[config.mk]
export PLATFORM = sky130hd
export DESIGN_NAME = alu_share_arb
export DESIGN_NICKNAME = d
export VERILOG_FILES = /design/src/rtl/alu_share_arb.sv
export SDC_FILE = /design/constraint.sdc
export NUM_CORES = 1
export LEC_CHECK = 0
export BUFFER_PORTS_ARGS = -buffer_cell sky130_fd_sc_hd__buf_2
export CAP_MARGIN = 20
export CORE_MARGIN = 10
export CORE_UTILIZATION = 39
export DETAILED_ROUTE_END_ITERATION = 16
export PLACE_DENSITY = 0.77
export SYNTH_ARGS = -nofsm -noshare
export SYNTH_HDL_FRONTEND = slang
export SYNTH_SLANG_ARGS = --single-unit
[constraint.sdc]
create_clock -name clk -period 1.3 [get_ports clk]
set_clock_uncertainty 0.05 [all_clocks]
set_input_delay 0.065 -clock clk [delete_from_list [all_inputs] [get_ports clk]]
set_output_delay 0.065 -clock clk [all_outputs]
set_load 0.02 [all_outputs]
[src/rtl/alu_share_arb.sv]
// alu_share_arb: round-robin front end letting two requesters share one ALU.
// Flow: IDLE (accept) -> EXEC (ALU evaluates) -> RESP (hold result until consumed).
// Optional build macro ALU_SHARE_ARB_OVERLAP_EN: accept the next request in the
// same cycle the current response is consumed, skipping IDLE.
module alu_share_arb (
    input  logic        clk,
    input  logic        reset,
    input  logic [1:0]  req_valid,
    output logic [1:0]  req_ready,
    input  logic [63:0] req_A,
    input  logic [63:0] req_B,
    input  logic [11:0] req_ALUFun,
    input  logic [1:0]  req_Sign,
    output logic [31:0] alu_A,
    output logic [31:0] alu_B,
    output logic [5:0]  alu_ALUFun,
    output logic        alu_Sign,
    input  logic [31:0] alu_S,
    input  logic [2:0]  alu_ZVN,
    output logic [1:0]  rsp_valid,
    input  logic [1:0]  rsp_ready,
    output logic [31:0] rsp_S,
    output logic [2:0]  rsp_ZVN
);

    typedef enum logic [1:0] {IDLE = 2'd0, EXEC = 2'd1, RESP = 2'd2} state_t;

    state_t           state;
    logic             g;        // requester owning the in-flight operation
    logic             last;     // most recently granted requester
    logic             winner;
    logic             can_take;
    logic             accept;
    logic             rsp_done;

    // per-requester operand views, index = requester number
    logic [1:0][31:0] a_l;
    logic [1:0][31:0] b_l;
    logic [1:0][5:0]  fun_l;

    assign a_l   = req_A;
    assign b_l   = req_B;
    assign fun_l = req_ALUFun;

    // Arbitration, handshake decode and response valid (decoded from registered state)
    always_comb begin
        winner   = (req_valid == 2'b11) ? ~last : req_valid[1];
        rsp_done = (state == RESP) && rsp_ready[g];
`ifdef ALU_SHARE_ARB_OVERLAP_EN
        can_take = !reset && ((state == IDLE) || rsp_done);
`else
        can_take = !reset && (state == IDLE);
`endif
        accept    = can_take && (|req_valid);
        req_ready = 2'b00;
        if (accept)
            req_ready[winner] = 1'b1;
        rsp_valid = 2'b00;
        if (state == RESP)
            rsp_valid[g] = 1'b1;
    end

    // FSM, grant tracking, operand latch and result capture
    always_ff @(posedge clk) begin
        if (reset) begin
            state      <= IDLE;
            g          <= 1'b0;
            last       <= 1'b1;
            alu_A      <= '0;
            alu_B      <= '0;
            alu_ALUFun <= '0;
            alu_Sign   <= 1'b0;
            rsp_S      <= '0;
            rsp_ZVN    <= '0;
        end else begin
            if (accept) begin
                alu_A      <= a_l[winner];
                alu_B      <= b_l[winner];
                alu_ALUFun <= fun_l[winner];
                alu_Sign   <= req_Sign[winner];
                g          <= winner;
                last       <= winner;
            end
            case (state)
                IDLE: if (accept) state <= EXEC;
                EXEC: begin
                    rsp_S   <= alu_S;
                    rsp_ZVN <= alu_ZVN;
                    state   <= RESP;
                end
                RESP: if (rsp_done) state <= accept ? EXEC : IDLE;
                default: state <= IDLE;
            endcase
        end
    end

endmodule
==> out/results.ini, run 1 <==
[run_status]
status=finished with violations
violations=setup timing

[synth]
synth_area_per_cell_sq_um=8.28
syn_area_sq_um=4700
synth_area_leader_cell=dfxtp_1
synthTopCellsByArea=dfxtp_1, a31oi_1, nand4_1, nand2_1, nand3_1
ys_types=30
synthDominantCellAreaShare=0.468
synth_nets=751
ys_seq_area_frac=0.468
synth_cells=568
synth_seq_cells=110
ys_warn_count=0

[min_path]
hp-class=input pin to flop
min_from=rsp_ready[1]
hold_depth=4
hold_end=state[1]

[sta]
tightestPinTransition_ns=0.510
setup_violations=103
post-route-min-period_ns=1.55
setup_slack_ns=-0.246
relSlewSlack=0.660
final_max_slew_viol_count=0
grt_setup_unrepaired=yes
period_share=1.19
max_freq_mhz=647
fin_tns_setup_ns=-9.81
finalHoldViolCount=0

[routing]
firstDrtPassIters=7
antenna_left=0
drc=0
totalWireLength_microns=29100
avgRoutedWirePerCell_microns=24.4
drtIter0Drc=1003
vias=7299
routed_via_density=6.10

[clocking]
numCtsBuffers=9
htree_levels=3
clk-insertion-delay-late_ns=0.34
cts_tree=yes
cts_max_path_buffers=2
cts_root_buffer=clkbuf_16
cts.sinks=110
clk_pin_slew_worst_paths_ns=0.08

[floorplanning]
fp-row-count=40
coreArea_sq_um=11900
dieArea_sq_um=16800
die_h_microns=130
die_w_microns=130
start_util=0.395
num_io_pins=293

[power_and_ir_drop]
p_leak_nw=4.14
power.density_nw_per_um2=1050
peakVddDrop_mv=0.594
power_mw=9.92

[finish]
final_common_cell=buf_2
multiInputGateArea_sq_um=2460
final-seq-area_sq_um=2210
final_cell_mix=buf_2, dlygate4sd3_1, dfxtp_1
fin_area_sq_um=9440
drive_gt1_frac=0.414
finalNetCount=1218
area_delta_synth_final_pct=101
fillCellCount=676
final_cells=1196

[run]
maxCapViolCount=0

[critical_path]
reg2reg_from=state[1]
cp_data_required_time_ns=1.51
cp_max_fo=8
worstSetupPathType=flop to flop
start_kind=flop
endpoint_kind=flop
reg2reg_setup_slack_ns=-0.25
r2r_cells=7
r2r_end=alu_B[12]
crit_arrival_ns=1.75

[grt]
antenna_found_initial=2
grt_pass1_wl_microns=38000
track_usage=0.282
grt_pass1_vias=6889
grt_max_degree=91
grt_remaining_overflow=0

[placement]
dpl_cell_area_sq_um=6420
numPlacedInstances=967
port-buffer-count=292
gp_congestion=0.830
dp_hpwl_microns=13300

state kept, by name (all words and copies together), names as in the netlist:
name / cells
alu_A: 32
alu_B: 32
rsp_S: 32
alu_ALUFun: 6
rsp_ZVN: 3
state: 2
alu_Sign: 1
g: 1
last: 1
cell usage after synthesis:
cell / n
dfxtp_1: 110
nand2_1: 71
a31oi_1: 52
nand3_1: 52
nand4_1: 52
o21ai_1: 49
a21oi_1: 37
buf_2: 32
clkbuf_1: 22
a211oi_1: 19
a221o_1: 19
inv_1: 19
buf_4: 6
buf_1: 4
buf_6: 3
o21ai_0: 3
nand2b_1: 2
nor2_1: 2
nor3_1: 2
or2_1: 2
a211o_1: 1
a21boi_2: 1
and2_1: 1
and3_4: 1
and3b_1: 1
mux2i_1: 1
nand3b_1: 1
nor2b_1: 1
nor3_4: 1
nor3b_1: 1
kinds of logic (layout without fill, tap and decap cells):
logic type | count (synthesis) | in the layout | share of synthesized area
flip-flops | 110 | 110 | 0.468
other | 0 | 9 | 0
AND/OR/NAND/NOR | 190 | 191 | 0.204
multiplexers | 1 | 1 | 0.00213
buffers and inverters | 86 | 557 | 0.0867
AO/OA/AOI/OAI | 181 | 181 | 0.239
timing repair:
item	in CTS	in global routing
pin swaps	8	66
hold endpoints to repair	106	0
hold buffers	177	0
setup endpoints to repair	64	95
setup buffers	4	10
cloned	5	12
resized for setup	27	93
per-stage QoR:
step	util	setup slack (ns)	hold slack, ns
6_report	0.793	-0.246	0.0228
5_1_grt	0.791	-0.310	0.0920
4_1_cts	0.734	-0.138	0.0112
3_5_place_dp	0.539	-0.0705	0.242
3_3_place_gp	0.539	-0.0310	0.238
2_1_floorplan	-	-0.0413	0.151
cell type report:
cell class              count  area share
well taps                 147      0.0195
diodes                      9     0.00239
repair buffers            522       0.443
multi-input cells         373       0.261
clock inverters             7     0.00861
clock buffers               9      0.0239
flip-flops and latches    110       0.234
inverters                  19     0.00755
worst max path at each step:
stage               depth (start not counted)  slack (ns)            end     start
global route                                6       -0.31      alu_B[17]  state[1]
CTS                                         4       -0.14   req_ready[1]  state[0]
detailed placement                          5       -0.07       alu_B[0]  state[1]
finish                                      7       -0.25      alu_B[12]  state[1]
global placement                            5       -0.03  alu_ALUFun[0]  state[1]
floorplan                                   5       -0.04      alu_B[10]      last
routing by layer:
metal | global-route usage | up-vias | part of all wire
met2 | 0.475 | 705 | 0.47
met3 | 0.0791 | 201 | 0.12
met5 | 0 | - | 0
li1 | - | 3039 | -
met1 | 0.308 | 3354 | 0.33
met4 | 0.175 | 0 | 0.080
report_power, final:
group	switching [mW]	internal (mW)	leakage, nW
sequential	0.165	3.62	0.901
clock	1.40	1.53	0.141
combinational	1.69	1.51	3.09
total	3.26	6.66	4.14
critical path, cell delays in order, from the launching register on:
cell       delay, ns
dfxtp_4         0.36
nor3_4          0.18
buf_6           0.15
buf_12          0.15
buf_12          0.12
clkbuf_16       0.13
nand4_1         0.08
a31oi_1         0.22
No activity file was read; power rests on OpenSTA's default activity.
==> run 2: changes to the inputs <==
REMOVE_ABC_BUFFERS = 1   (was unset)
==> out/results.ini, run 2 (synthesized netlist as in run 1, its figures left out) <==
[floorplanning]
die_h_microns=130
fp-row-count=40
dieArea_sq_um=16800
die_w_microns=130
start_util=0.395
num_io_pins=293
coreArea_sq_um=11900

[routing]
drc=0
avgRoutedWirePerCell_microns=22.0
totalWireLength_microns=26300
antenna_left=0
firstDrtPassIters=5
vias=7011
routed_via_density=5.87
drtIter0Drc=776

[sta]
finalHoldViolCount=0
final_max_slew_viol_count=0
period_share=1.16
setup_violations=81
setup_slack_ns=-0.206
fin_tns_setup_ns=-8.29
grt_setup_unrepaired=yes
max_freq_mhz=664
tightestPinTransition_ns=0.506
relSlewSlack=0.662
whs_ns=0.230
post-route-min-period_ns=1.51

[finish]
finalNetCount=1214
final_common_cell=buf_2
final_cell_mix=buf_2, dlygate4sd3_1, dfxtp_1
largest_registers=alu_A (32), alu_B (32), rsp_S (32)
drive_gt1_frac=0.365
fillCellCount=735
area_delta_synth_final_pct=92.2

[critical_path]
crit_start=state[0]
cp_data_required_time_ns=1.51
reg2reg_from=state[0]
crit_arrival_ns=1.71
worstSetupPathType=flop to flop
start_kind=flop
endpoint_kind=flop
cp_max_fo=7

[min_path]
min_from=req_valid[1]
hp-class=input pin to flop

[grt]
track_usage=0.273
grt_pass1_vias=6767
grt_max_degree=111
grt_pass1_wl_microns=36900
grt_remaining_overflow=0
antenna_found_initial=6

[power_and_ir_drop]
peakVddDrop_mv=0.913
p_leak_nw=3.94
power.density_nw_per_um2=1060
power_mw=9.61

[run]
maxCapViolCount=0

[clocking]
clk_pin_slew_worst_paths_ns=0.07
cts_root_buffer=clkbuf_16
cts.sinks=110
clk-insertion-delay-late_ns=0.34
numCtsBuffers=9
htree_levels=3
cts_tree=yes
cts_max_path_buffers=2

[placement]
port-buffer-count=292
dp_hpwl_microns=12700
gp_congestion=0.835

[run_status]
status=finished with violations
violations=setup timing

## run 2: area by class of cell
type / instances / area, sq um / share of cell area
Tap cell: 147 / 184 / 0.0203
Timing Repair Buffer: 517 / 4020 / 0.445
Clock inverter: 4 / 56.3 / 0.00623
Antenna cell: 13 / 32.5 / 0.00360
Clock buffer: 11 / 253 / 0.0280
Inverter: 19 / 71.3 / 0.00789
Multi-Input combinational cell: 374 / 2210 / 0.244
Sequential cell: 110 / 2210 / 0.245
## run 2: worst paths after layout
check / end / slack, ns / depth (start not counted)
worst max-delay path: alu_B[29] / -0.21 / 6
worst min-delay path: state[0] / 0.23 / 4
worst max register to register: alu_B[29] / -0.21 / 6
worst min register to register: rsp_S[4] / 0.40 / 2
## run 2: timing repair
action | in CTS | in global routing
buffers inserted | 5 | 5
pin swaps | 3 | 32
gates resized for setup | 19 | 36
hold buffers | 179 | 0
cloned | 2 | 14
endpoints found under the hold margin | 107 | 0
setup endpoints to repair | 73 | 88
## run 2: worst max-delay path, stage by stage (launching register included)
cell	delay, ns
dfxtp_4	0.36
nor3_4	0.24
buf_6	0.17
buf_12	0.14
clkbuf_16	0.15
nand4_1	0.09
a31oi_1	0.22
## run 2: per-layer routing
layer  track usage  wire length [microns]  vias to the layer above  part of all wire
met1         0.302                   9140                     3213              0.35
met3        0.0933                   3360                      142              0.13
li1              -                      -                     3046                 -
met5             0                      0                        -                 0
met4         0.152                   1400                        0             0.053
met2         0.452                  12400                      610              0.47
## run 2: stage by stage
stage          cells  utilization  worst slack (ns)  area, sq um
6_report        1195        0.759            -0.206         9040
3_3_place_gp     964        0.535           -0.0362         6380
5_1_grt         1189        0.758            -0.271         9020
4_1_cts         1165        0.722            -0.140         8600
2_1_floorplan    501            -             -2.04         4370
3_5_place_dp     964        0.535           -0.0929         6380
## run 2: power breakdown
| group | switching, mW | internal, mW |
|---|---|---|
| clock | 1.32 | 1.60 |
| sequential | 0.157 | 3.62 |
| combinational | 1.52 | 1.38 |
==> run 3: changes to the inputs <==
CORE_UTILIZATION = 43   (was 39)
PLACE_DENSITY = 0.8   (was 0.77)
clock period = 1.51 ns   (was 1.3 ns; I/O delays follow)
==> out/results.ini, run 3 (synthesized netlist as in run 1, its figures left out) <==
[run_status]
status=finished with violations
violations=setup timing

[finish]
multiInputGateArea_sq_um=2160
largest_registers=alu_A (32), alu_B (32), rsp_S (32)
final_cell_mix=buf_2, dlygate4sd3_1, dfxtp_1
final-seq-area_sq_um=2210
fillCellCount=622
final_common_cell=buf_2
finalNetCount=1192
area_delta_synth_final_pct=82.3
final_cells=1165
drive_gt1_frac=0.344

[min_path]
hp-class=input pin to flop

[critical_path]
cp_data_required_time_ns=1.68
start_kind=flop
endpoint_kind=flop
worstSetupPathType=flop to flop
cp_max_fo=27
crit_arrival_ns=1.71

[grt]
grt_max_degree=111
grt_pass1_wl_microns=39200
grt_pass1_vias=6949
antenna_found_initial=9
grt_remaining_overflow=0
track_usage=0.306

[routing]
drc=0
avgRoutedWirePerCell_microns=23.1
vias=7079
antenna_left=0
drtIter0Drc=1085
routed_via_density=6.08
firstDrtPassIters=6
totalWireLength_microns=26900

[power_and_ir_drop]
p_leak_nw=3.74
power.density_nw_per_um2=891
power.internal_mw=5.12
share_comb_of_total_power=0.305
peakVddDrop_mv=0.680
power_mw=7.64
p_clk_frac=0.268
switching_share=0.330
power_switching_mw=2.52
pwr-share-seq=0.427

[clocking]
clk_pin_slew_worst_paths_ns=0.12
cts_max_path_buffers=2
clk-insertion-delay-late_ns=0.36
numCtsBuffers=9
cts_root_buffer=clkbuf_8
cts_tree=yes
htree_levels=3
cts.sinks=110

[floorplanning]
num_io_pins=293
die_h_microns=125
die_w_microns=125
dieArea_sq_um=15500
fp-row-count=38
start_util=0.436
coreArea_sq_um=10800

[sta]
grt_setup_unrepaired=yes
post-route-min-period_ns=1.55
fin_tns_setup_ns=-0.0355
final_max_slew_viol_count=0
relSlewSlack=0.666
period_share=1.02
tightestPinTransition_ns=0.500
setup_slack_ns=-0.0355
max_freq_mhz=647
finalHoldViolCount=0
setup_violations=1

[placement]
gp_congestion=0.825
dp_hpwl_microns=12900
port-buffer-count=292
numPlacedInstances=949

[run]
maxCapViolCount=0

-- run 3: changes by cell type in the layout (fill, tap and decap cells not counted), sizes merged --
cell / delta
buf: -17
diode: -2
bufbuf: +1
clkinv: -2
and3: -1
inv: +4
clkbuf: -7
bufinv: +1
-- run 3: metrics by stage --
step	util	area, sq um	hold slack (ns)	setup WS (ns)
after floorplan	-	4370	0.0946	-1.83
after CTS	0.778	8400	0.0711	-0.0135
after global routing	0.794	8570	0.0793	-0.0290
after global placement	0.582	6280	0.248	0.0971
after detailed placement	0.582	6280	0.253	0.0167
final	0.794	8570	0.0949	-0.0355
-- run 3: layer usage --
metal / track usage / vias to the layer above / routed length, microns
li1: - / 2992 / -
met1: 0.338 / 3235 / 9130
met2: 0.503 / 721 / 12700
met3: 0.122 / 131 / 3760
met4: 0.143 / 0 / 1360
met5: 0 / - / 0
-- run 3: final timing paths --
| check | start | endpoint | slack, ns | cells past startpoint |
|---|---|---|---|---|
| max | state[1] | alu_A[6] | -0.04 | 5 |
| min | req_valid[0] | alu_A[27] | 0.09 | 3 |
| max reg2reg | state[1] | alu_A[6] | -0.04 | 5 |
| min reg2reg | rsp_S[30] | rsp_S[30] | 0.41 | 2 |
-- run 3: layout make-up --
cell class                 count  area share
clock buffer                   9      0.0145
timing repair buffer         496       0.432
inverter                      19     0.00832
tap                          140      0.0204
clock inverter                 7      0.0117
antenna                       11     0.00321
sequential                   110       0.258
multi-input combinational    373       0.252
-- run 3: power by group through the flow --
stage	combinational [mW]	clock, mW	sequential (mW)
finish	2.33	2.04	3.26
CTS	2.08	2.07	3.23
detailed placement	1.67	0	3.29
global placement	1.65	0	3.28
floorplan	0.553	0	3.55
global route	2.44	2.15	3.28
-- run 3: what timing repair did --
item / CTS / global route
pin swaps: 3 / 6
hold endpoints to repair: 107 / 0
gates resized for setup: 8 / 17
hold buffers: 179 / 0
setup endpoints to repair: 3 / 65
cloned: 2 / 4
setup buffers: 5 / 0
-- run 3: worst max-delay path, cell delays in order (launching register included) --
cell and delay (ns):
dfxtp_4 0.38, buf_4 0.14, or2_4 0.28, buf_12 0.17
o21ai_1 0.22, a31oi_1 0.15
